File: src/rtl/io_input_cond.sv
// Board input conditioner: synchronizes switches and buttons into i_clk, debounces
// buttons, and emits one-cycle press pulses plus software-clearable sticky press flags.
module io_input_cond #(
  parameter int unsigned SYNC_STAGES     = 2,
  parameter int unsigned DEBOUNCE_CYCLES = 500000,
  parameter int unsigned BTN_ACTIVE_LOW  = 1
) (
  input  logic        i_clk,
  input  logic        i_rst_n,
  input  logic [31:0] i_sw_raw,
  input  logic [3:0]  i_btn_raw,
  input  logic [3:0]  i_btn_clr,
  output logic [31:0] o_io_sw,
  output logic [3:0]  o_io_btn,
  output logic [3:0]  o_btn_press,
  output logic [3:0]  o_btn_sticky
);

  localparam int unsigned SW_W   = 32;
  localparam int unsigned BTN_N  = 4;
  localparam int unsigned CNT_W  = $clog2(DEBOUNCE_CYCLES);
  localparam logic [CNT_W-1:0] CNT_MAX = CNT_W'(DEBOUNCE_CYCLES - 1);

  logic [SW_W-1:0]  r_sw_sync  [SYNC_STAGES];
  logic [BTN_N-1:0] r_btn_sync [SYNC_STAGES];
  logic [CNT_W-1:0] r_cnt      [BTN_N];
  logic [BTN_N-1:0] r_deb;
  logic [BTN_N-1:0] r_press;
  logic [BTN_N-1:0] r_sticky;

  logic [BTN_N-1:0] w_btn_in;
  logic [BTN_N-1:0] w_btn_s;
  logic [BTN_N-1:0] w_flip;
  logic [BTN_N-1:0] w_rise;

  // Polarity normalization so that internal 1 always means pressed
  assign w_btn_in = (BTN_ACTIVE_LOW != 0) ? ~i_btn_raw : i_btn_raw;
  assign w_btn_s  = r_btn_sync[SYNC_STAGES-1];

  always_ff @(posedge i_clk or negedge i_rst_n) begin
    if (!i_rst_n) begin
      for (int k = 0; k < int'(SYNC_STAGES); k++) begin
        r_sw_sync[k]  <= '0;
        r_btn_sync[k] <= '0;
      end
    end else begin
      r_sw_sync[0]  <= i_sw_raw;
      r_btn_sync[0] <= w_btn_in;
      for (int k = 1; k < int'(SYNC_STAGES); k++) begin
        r_sw_sync[k]  <= r_sw_sync[k-1];
        r_btn_sync[k] <= r_btn_sync[k-1];
      end
    end
  end

  // Flip happens on the DEBOUNCE_CYCLES-th consecutive mismatching cycle
  always_comb begin
    w_flip = '0;
    for (int i = 0; i < int'(BTN_N); i++) begin
      w_flip[i] = (w_btn_s[i] != r_deb[i]) && (r_cnt[i] == CNT_MAX);
    end
    w_rise = w_flip & ~r_deb;
  end

  always_ff @(posedge i_clk or negedge i_rst_n) begin
    if (!i_rst_n) begin
      for (int i = 0; i < int'(BTN_N); i++) begin
        r_cnt[i] <= '0;
      end
      r_deb    <= '0;
      r_press  <= '0;
      r_sticky <= '0;
    end else begin
      for (int i = 0; i < int'(BTN_N); i++) begin
        if (w_btn_s[i] == r_deb[i]) begin
          r_cnt[i] <= '0;
        end else if (w_flip[i]) begin
          r_deb[i] <= w_btn_s[i];
          r_cnt[i] <= '0;
        end else begin
          r_cnt[i] <= r_cnt[i] + CNT_W'(1);
        end
      end
      r_press  <= w_rise;
      // Press wins over a same-cycle clear
      r_sticky <= w_rise | (r_sticky & ~i_btn_clr);
    end
  end

  assign o_io_sw      = r_sw_sync[SYNC_STAGES-1];
  assign o_io_btn     = r_deb;
  assign o_btn_press  = r_press;
  assign o_btn_sticky = r_sticky;

endmodule

File: config.mk
export PLATFORM = sky130hd
export DESIGN_NAME = io_input_cond
export DESIGN_NICKNAME = d
export VERILOG_FILES = /design/src/rtl/io_input_cond.sv
export SDC_FILE = /design/constraint.sdc
export NUM_CORES = 1
export LEC_CHECK = 0
export CAP_MARGIN = 20
export CORE_UTILIZATION = 54
export CTS_CLUSTER_SIZE = 40
export DETAILED_ROUTE_END_ITERATION = 12
export PLACE_DENSITY = 0.79
export SLEW_MARGIN = 10
export SYNTH_ARGS = -nofsm -noshare
export SYNTH_HDL_FRONTEND = slang
export SYNTH_SLANG_ARGS = --single-unit
File: constraint.sdc
create_clock -name i_clk -period 2.9 [get_ports i_clk]
set_input_delay 0.725 -clock i_clk [delete_from_list [all_inputs] [get_ports i_clk]]
set_output_delay 0.725 -clock i_clk [all_outputs]
set_load 0.05 [all_outputs]
# Word-level counts from Yosys, hierarchy flattened
# Index checks and enable logic that the tools add are counted.
# classes
add_sub_neg,4
eq_ne,12
n_mux,8
n_bitwise,10
reduce_logical,8
# op_table
operator,count
two-way mux 19 bit,8
"adder 19 x 1 -> 19 bit, second input constant",4
"equality test 19 bit, second input constant",4
NOT 4 bit,3
AND 4 bit,2
AND reduction 2 bit,4
equality test 1 bit,4
logical AND 1 bit,4
!= test 1 bit,4
NOT 1 bit,4
OR 4 bit,1
# word_totals
register_bits,160
input_bits,42
output_inout_bits,44
wordCells,56

# Logic depth before layout (Yosys ltp)
# logic_depth
depth_word,4
ltp_mapped,6
ltp_nobuf,5

# Least setup slack after synthesis
# Ideal clock, no wire load.
# synth_path
kind,reg2reg
from,register r_cnt[33] (netlist name)
to,register r_deb[2] (netlist: o_io_btn[2])
setup_ns,0.125
arrival_ns,1.963
required_time_ns,2.775
path_slack_ns,0.811
stages_incl_launch_ff,5
path_buffers,0
synth_period_minus_slack_ns,2.089
cell_sequence,dfrtp_1 > or4b_1 > or4_4 > or2_4 > mux2_4
# synth_via
elab_chain_cells,3
# synth_lines
element,line,rtl
from (decl),26,logic [CNT_W-1:0] r_cnt [BTN_N];
"from (signal, indexed assignment)",81,r_cnt[i] <= r_cnt[i] + CNT_W'(1);
equality test 19 bit,60,w_flip[i] = (w_btn_s[i] != r_deb[i]) && (r_cnt[i] == CNT_MAX);
logical AND 1 bit,60,
AND reduction 2 bit (no line),-,
"to (signal, indexed assignment)",78,r_deb[i] <= w_btn_s[i];
to (decl),27,logic [BTN_N-1:0] r_deb;
# Every way passes these cells.
# A chain may end at the register's enable or synchronous reset.

# Worst setup path after layout
# layout_path
from,register r_deb[2] (netlist: o_io_btn[2])
to,output port o_io_btn[2]
# layout_rtl
element,line,rtl
to (decl),14,"output logic [3:0] o_io_btn,"
# No word-level cell between the ends.

==> flow_summary.yaml <==
die:
  die_x_um: 110
  fp.dieH_um: 110
  core_um2: 11400
  row_count: 39
  initial_core_util_pct: 55.6
  io_pins: 86
  die_area_um2: 12200
logic_synthesis:
  yosys-top-cells-area: "dfrtp_1 (63%), xnor2_1 (4.7%), buf_4 (3.9%)"
  synth-main-ff-cell: "dfrtp_1"
  synth_top_cell_by_area: "dfrtp_1"
  ys_async_sr_fraction_pct: 100
  synth.avg_cell_area_um2: 11.7
  synth_edf_count: 0
  yosysWarnings: 0
  netlist_area_um2: 6340
  ys_types: 40
  synth_top_cell_area_share_pct: 63.1
  synth_seq_area_share_pct: 63.1
  syn_nets: 589
  ys_ff_latch: 160
  netlist_instances: 543
sta:
  drv_slew: 0
  skew_ps: 10.1
  relSlewSlack_pct: 54.3
  rsz0062_at_grt: "false"
  post-route-min-period_ps: 2370
  worstMarginPinSlew_ps: 685
  fmax_mhz: 421
  setup_tns_ps: 0
  setup_viol: 0
  post-route-period-util_pct: 81.9
  fin_ws_ps: 526
  hold_violations: 0
drt:
  drt_iter0_drc: 263
  firstDrtPassIters: 4
  totalWireLength_um: 11400
  num_vias: 4141
  vias_per_cell: 5.41
  antenna_left: 0
  drc: 0
  avgRoutedWirePerCell_um: 14.9
pwr:
  p_leak_uw: 0.00317
  vdd_drop_max_v: 0.000646
  powerDensity_nw_per_um2: 615
  total_power_uw: 4750
clock_network:
  cts_tree: "done"
  cts.sink_count: 160
  clock_path_buffers: 2
  cts_inserted_buffers: 17
  cts-resized-gates: 0
  clk_pin_slew_ps: 60
  postCtsSetupRepairBufs: 0
  htreeDepth: 4
  clock_latency_ps: 420
  holdBufCountCts: 0
  root_buffer: "clkbuf_16"
grt:
  antenna_found_initial: 0
  grt_pass1_vias: 4127
  grt_usage_pct: 21.3
  grt_overflow: 0
  grt_pass1_wl_um: 19300
  grt_max_degree: 75
finish:
  num_antenna_cells: 0
  nets: 657
  syn_to_final_growth_pct: 21.7
  drive_gt1_share_pct: 7.70
  layout_common_cells: "dfrtp_1 (160), clkdlybuf4s50_1 (84), nor2_1 (62)"
  fill_cells: 832
  final_cells: 766
  final_common_cell: "dfrtp_1"
placement:
  numPortBuffers: 85
  place_ws_ps: 571
  gp_congestion: 0.886
  place_hpwl_um: 7910
  dpl.cell_count: 735
critical_path:
  slowest_stage: "clkdlybuf4s50_1"
  worstSetupStartpointType: "register"
  cp_max_fo: 4
  cp-end-kind: "output port"
  critPathKind: "reg -> out"
  arrival_ps: 1650
  max_stage_delay_ps: 830
  cp.required_ps: 2170
  cp_num_buf_inv: 1
  path_cells: "clkdlybuf4s50_1"
  crit_family: "buffers and inverters"
status:
  status: "finished, final reports clean"
worst_hold_path:
  hp-class: "in -> async"
flow_run:
  drv_cap: 0
==> final cells by class <==
class	instances	area, um^2	area share (%)
Sequential cell	160	4000	51.9
Multi-Input combinational cell	325	2000	25.9
Inverter	17	63.8	0.827
Timing Repair Buffer	90	902	11.7
Clock buffer	21	460	5.97
Tap cell	143	179	2.32
Clock inverter	10	111	1.44
==> worst paths after layout <==
kind,depth (start not counted),slack [ps],to,startpoint
worst max-delay path,1,530,o_io_btn[2],o_io_btn[2]
worst min-delay path,1,320,r_cnt[24],i_rst_n
worst max register to register,4,570,r_cnt[22],r_cnt[29]
worst min register to register,0,350,o_io_sw[22],r_sw_sync[54]
max in group asynchronous,2,1750,r_cnt[39],i_rst_n
min in group i_clk,0,350,o_io_sw[22],r_sw_sync[54]
==> where the power goes <==
| group | total [uW] | leakage [uW] | internal (uW) | switching, uW |
|---|---|---|---|---|
| Sequential | 2330 | 0.00206 | 2300 | 31.8 |
| Clock | 2130 | 0.000275 | 1300 | 831 |
| Combinational | 283 | 0.000837 | 109 | 174 |
| Total | 4750 | 0.00317 | 3710 | 1040 |
==> synthesized netlist by cell type, types with 3 or more instances <==
master and number:
inv_1 17, and4_1 4, clkbuf_1 7, nor2_1 62
ha_1 4, nand4_1 22, xor2_1 20, o31ai_1 6
and3_1 4, a21oi_1 18, nor4_1 12, dfrtp_1 160
mux2_2 3, nand3_1 26, or3_1 17, nor3_1 15
o31ai_2 3, nand2_1 27, o21ai_0 9, or4_1 9
xnor2_1 34, o22ai_1 4, nand2b_1 6, buf_4 33
==> per-layer routing <==
| layer | vias up | GRT usage (%) | wire length (um) |
|---|---|---|---|
| li1 | 1978 | - | - |
| met1 | 2039 | 26.9 | 5120 |
| met2 | 114 | 34.8 | 5630 |
| met3 | 10 | 6.06 | 587 |
| met4 | 0 | 8.27 | 106 |
| met5 | - | 0 | 0 |
==> cell families (layout without fill, tap and decap cells) <==
| family | Yosys count | in the layout | synth area share, % |
|---|---|---|---|
| AND/OR/NAND/NOR | 221 | 221 | 18.4 |
| AO/OA/AOI/OAI | 42 | 42 | 4.10 |
| multiplexers | 4 | 4 | 0.769 |
| flip-flops | 160 | 160 | 63.1 |
| XOR/XNOR | 54 | 54 | 7.46 |
| adder cells (fa/ha/maj) | 4 | 4 | 0.789 |
| buffers and inverters | 58 | 138 | 5.40 |
==> registers in the layout, summed over array words and instances, names as in the netlist <==
| register | flops |
|---|---|
| r_btn_sync | 4 |
| r_sw_sync | 32 |
| o_io_sw | 32 |
| r_cnt | 76 |
| o_io_btn | 4 |
| o_btn_press | 4 |
| w_btn_s | 4 |
| o_btn_sticky | 4 |
==> through the flow <==
| step | instance area (um^2) | util, % | hold slack [ps] |
|---|---|---|---|
| 2_1_floorplan | 6340 | - | 331 |
| 3_3_place_gp | 7150 | 62.6 | 332 |
| 3_5_place_dp | 7150 | 62.6 | 335 |
| 4_1_cts | 7720 | 67.6 | 330 |
| 5_1_grt | 7720 | 67.6 | 350 |
| 6_report | 7720 | 67.6 | 318 |
Power figures use the tool's default switching activity.
==> edit: new RTL, config.mk and constraints unchanged <==
Make the reset (`i_rst_n`) synchronous in 2 clocked blocks.
--- a/src/rtl/io_input_cond.sv
+++ b/src/rtl/io_input_cond.sv
@@ -38,5 +38,5 @@
   assign w_btn_s  = r_btn_sync[SYNC_STAGES-1];
 
-  always_ff @(posedge i_clk or negedge i_rst_n) begin
+  always_ff @(posedge i_clk) begin
     if (!i_rst_n) begin
       for (int k = 0; k < int'(SYNC_STAGES); k++) begin
@@ -63,5 +63,5 @@
   end
 
-  always_ff @(posedge i_clk or negedge i_rst_n) begin
+  always_ff @(posedge i_clk) begin
     if (!i_rst_n) begin
       for (int i = 0; i < int'(BTN_N); i++) begin
Behaviour: differs if i_rst_n is asserted again (counterexample within 4 cycles, from zero or initial values and one cycle with i_rst_n low); with i_rst_n held inactive, the same outputs for 10 cycles.
==> edit against the unedited design <==
  * Power up 5.9%
  * Final area up 12%
  * Routed wire length up 7.3%
  * Area after synthesis up 10%
  * Setup slack worse by 0.091 ns
  * Clock skew down 0.0029 ns
  * Global-route usage down 1.4 points
  * Sequential cell count unchanged
  * Critical path type is now flip-flop to flip-flop
==> edit: results (changes against the unedited design) <==
DR WL met2 = 6140 µm (was 5630 µm)
Outcome = complete, no violations (unchanged)
Seq group = 0.00253 W (was 0.00233 W)
Int Pwr = 0.00389 W (was 0.00371 W)
R2r endpoint = r_cnt[1][17]$_SDFFCE_PN0P_ (was r_cnt[22]$_DFF_PN0_)
Gpl congestion = 0.852 (was 0.886)
Area contributors post-synth = edfxtp_1, dfxtp_1, and2_1 (was dfrtp_1, xnor2_1, buf_4)
Asr flop ratio synth = 0% (was 100%)
Seq/Total Area, Yosys = 56.7% (was 63.1%)
Synth cell types = 53 (was 40)
Share of layout cells above drive strength 1 = 6.88% (was 7.70%)
Hold slack = 0.432 ns (was 0.318 ns)
Detailed Routing Iterations Pass 1 = 5 (was 4)
CP max FO = 19 (was 4)
Main synth FF type = dfxtp_1 (was dfrtp_1)
Synth cell count leaders = dfxtp_1, nor2_1, edfxtp_1, and2_1, xnor2_1 (was dfrtp_1, nor2_1, xnor2_1, buf_4, nand2_1)
Global-route wire length before repair = 20,600 µm (was 19,300 µm)
CP Data Arrival Time = 2.63 ns (was 1.65 ns)
Post-Route WL = 12,300 µm (was 11,400 µm)
Design Power = 0.00502 W (was 0.00475 W)
Maximum vdd drop = 361 µV (was 646 µV)
Adder-Cell Fraction of Synth Area = 0.715% (was 0.789%)
Mean Syn Cell Area = 10.9 µm² (was 11.7 µm²)
Critical Path End Type = flip-flop (was primary output)
Critical Path Slowest Stage Cell = or4_4 (was clkdlybuf4s50_1)
XOR/XNOR Fraction of Synth Area = 7.51% (was 7.46%)
Non-filler cells, final = 957 (was 766)
Wl on met1 = 5310 µm (was 5120 µm)
Hold crit path type = flip-flop to flip-flop (was input port to async pin)
Placed Cells = 925 (was 735)
R2r startpoint = r_cnt[1][0]$_SDFFCE_PN0P_ (was r_cnt[29]$_DFF_PN0_)
Final net count = 818 (was 657)
Cell Area, Placed = 8030 µm² (was 7150 µm²)
R2R setup slack = 0.43 ns (was 0.57 ns)
Hpwl dp = 8760 µm (was 7910 µm)
F_max = 0.406 GHz (was 0.421 GHz)
Post-synth EDFFs = 76 (was 0)
Tot GR Track Use = 19.9% (was 21.3%)
Largest net degree at the start of global routing = 37 (was 75)
-- edit: changes by cell type after synthesis, sizes merged, moves of 5 or more --
cell	change
dfrtp	-160
edfxtp	+76
buf	+6
nor4	+11
a21oi	-7
dfxtp	+84
nor3	-5
nor2	+15
or3	-10
nand4	+9
and2	+70
-- edit: layout make-up --
class | count | area (µm²)
tap | 172 | 215
timing repair buffer | 88 | 868
clock inverter | 12 | 118
sequential | 160 | 3960
fill | 985 | 4000
multi-input combinational | 491 | 2930
inverter | 14 | 52.6
clock buffer | 20 | 478
-- edit: worst reg2reg max path, delay by kind of cell, from the launching register on --
| family | cells | cell delay (ns) |
|---|---|---|
| simple gates | 2 | 0.72 |
| compound gates | 2 | 0.69 |
| flops | 1 | 0.44 |
| fa+ha+maj | 1 | 0.36 |
-- edit: metal layers --
layer | track usage [%] | up-vias
met1 | 22.6 | 2206
li1 | - | 2416
met5 | 0 | -
met2 | 34.4 | 125
met3 | 4.97 | 20
met4 | 10.9 | 0
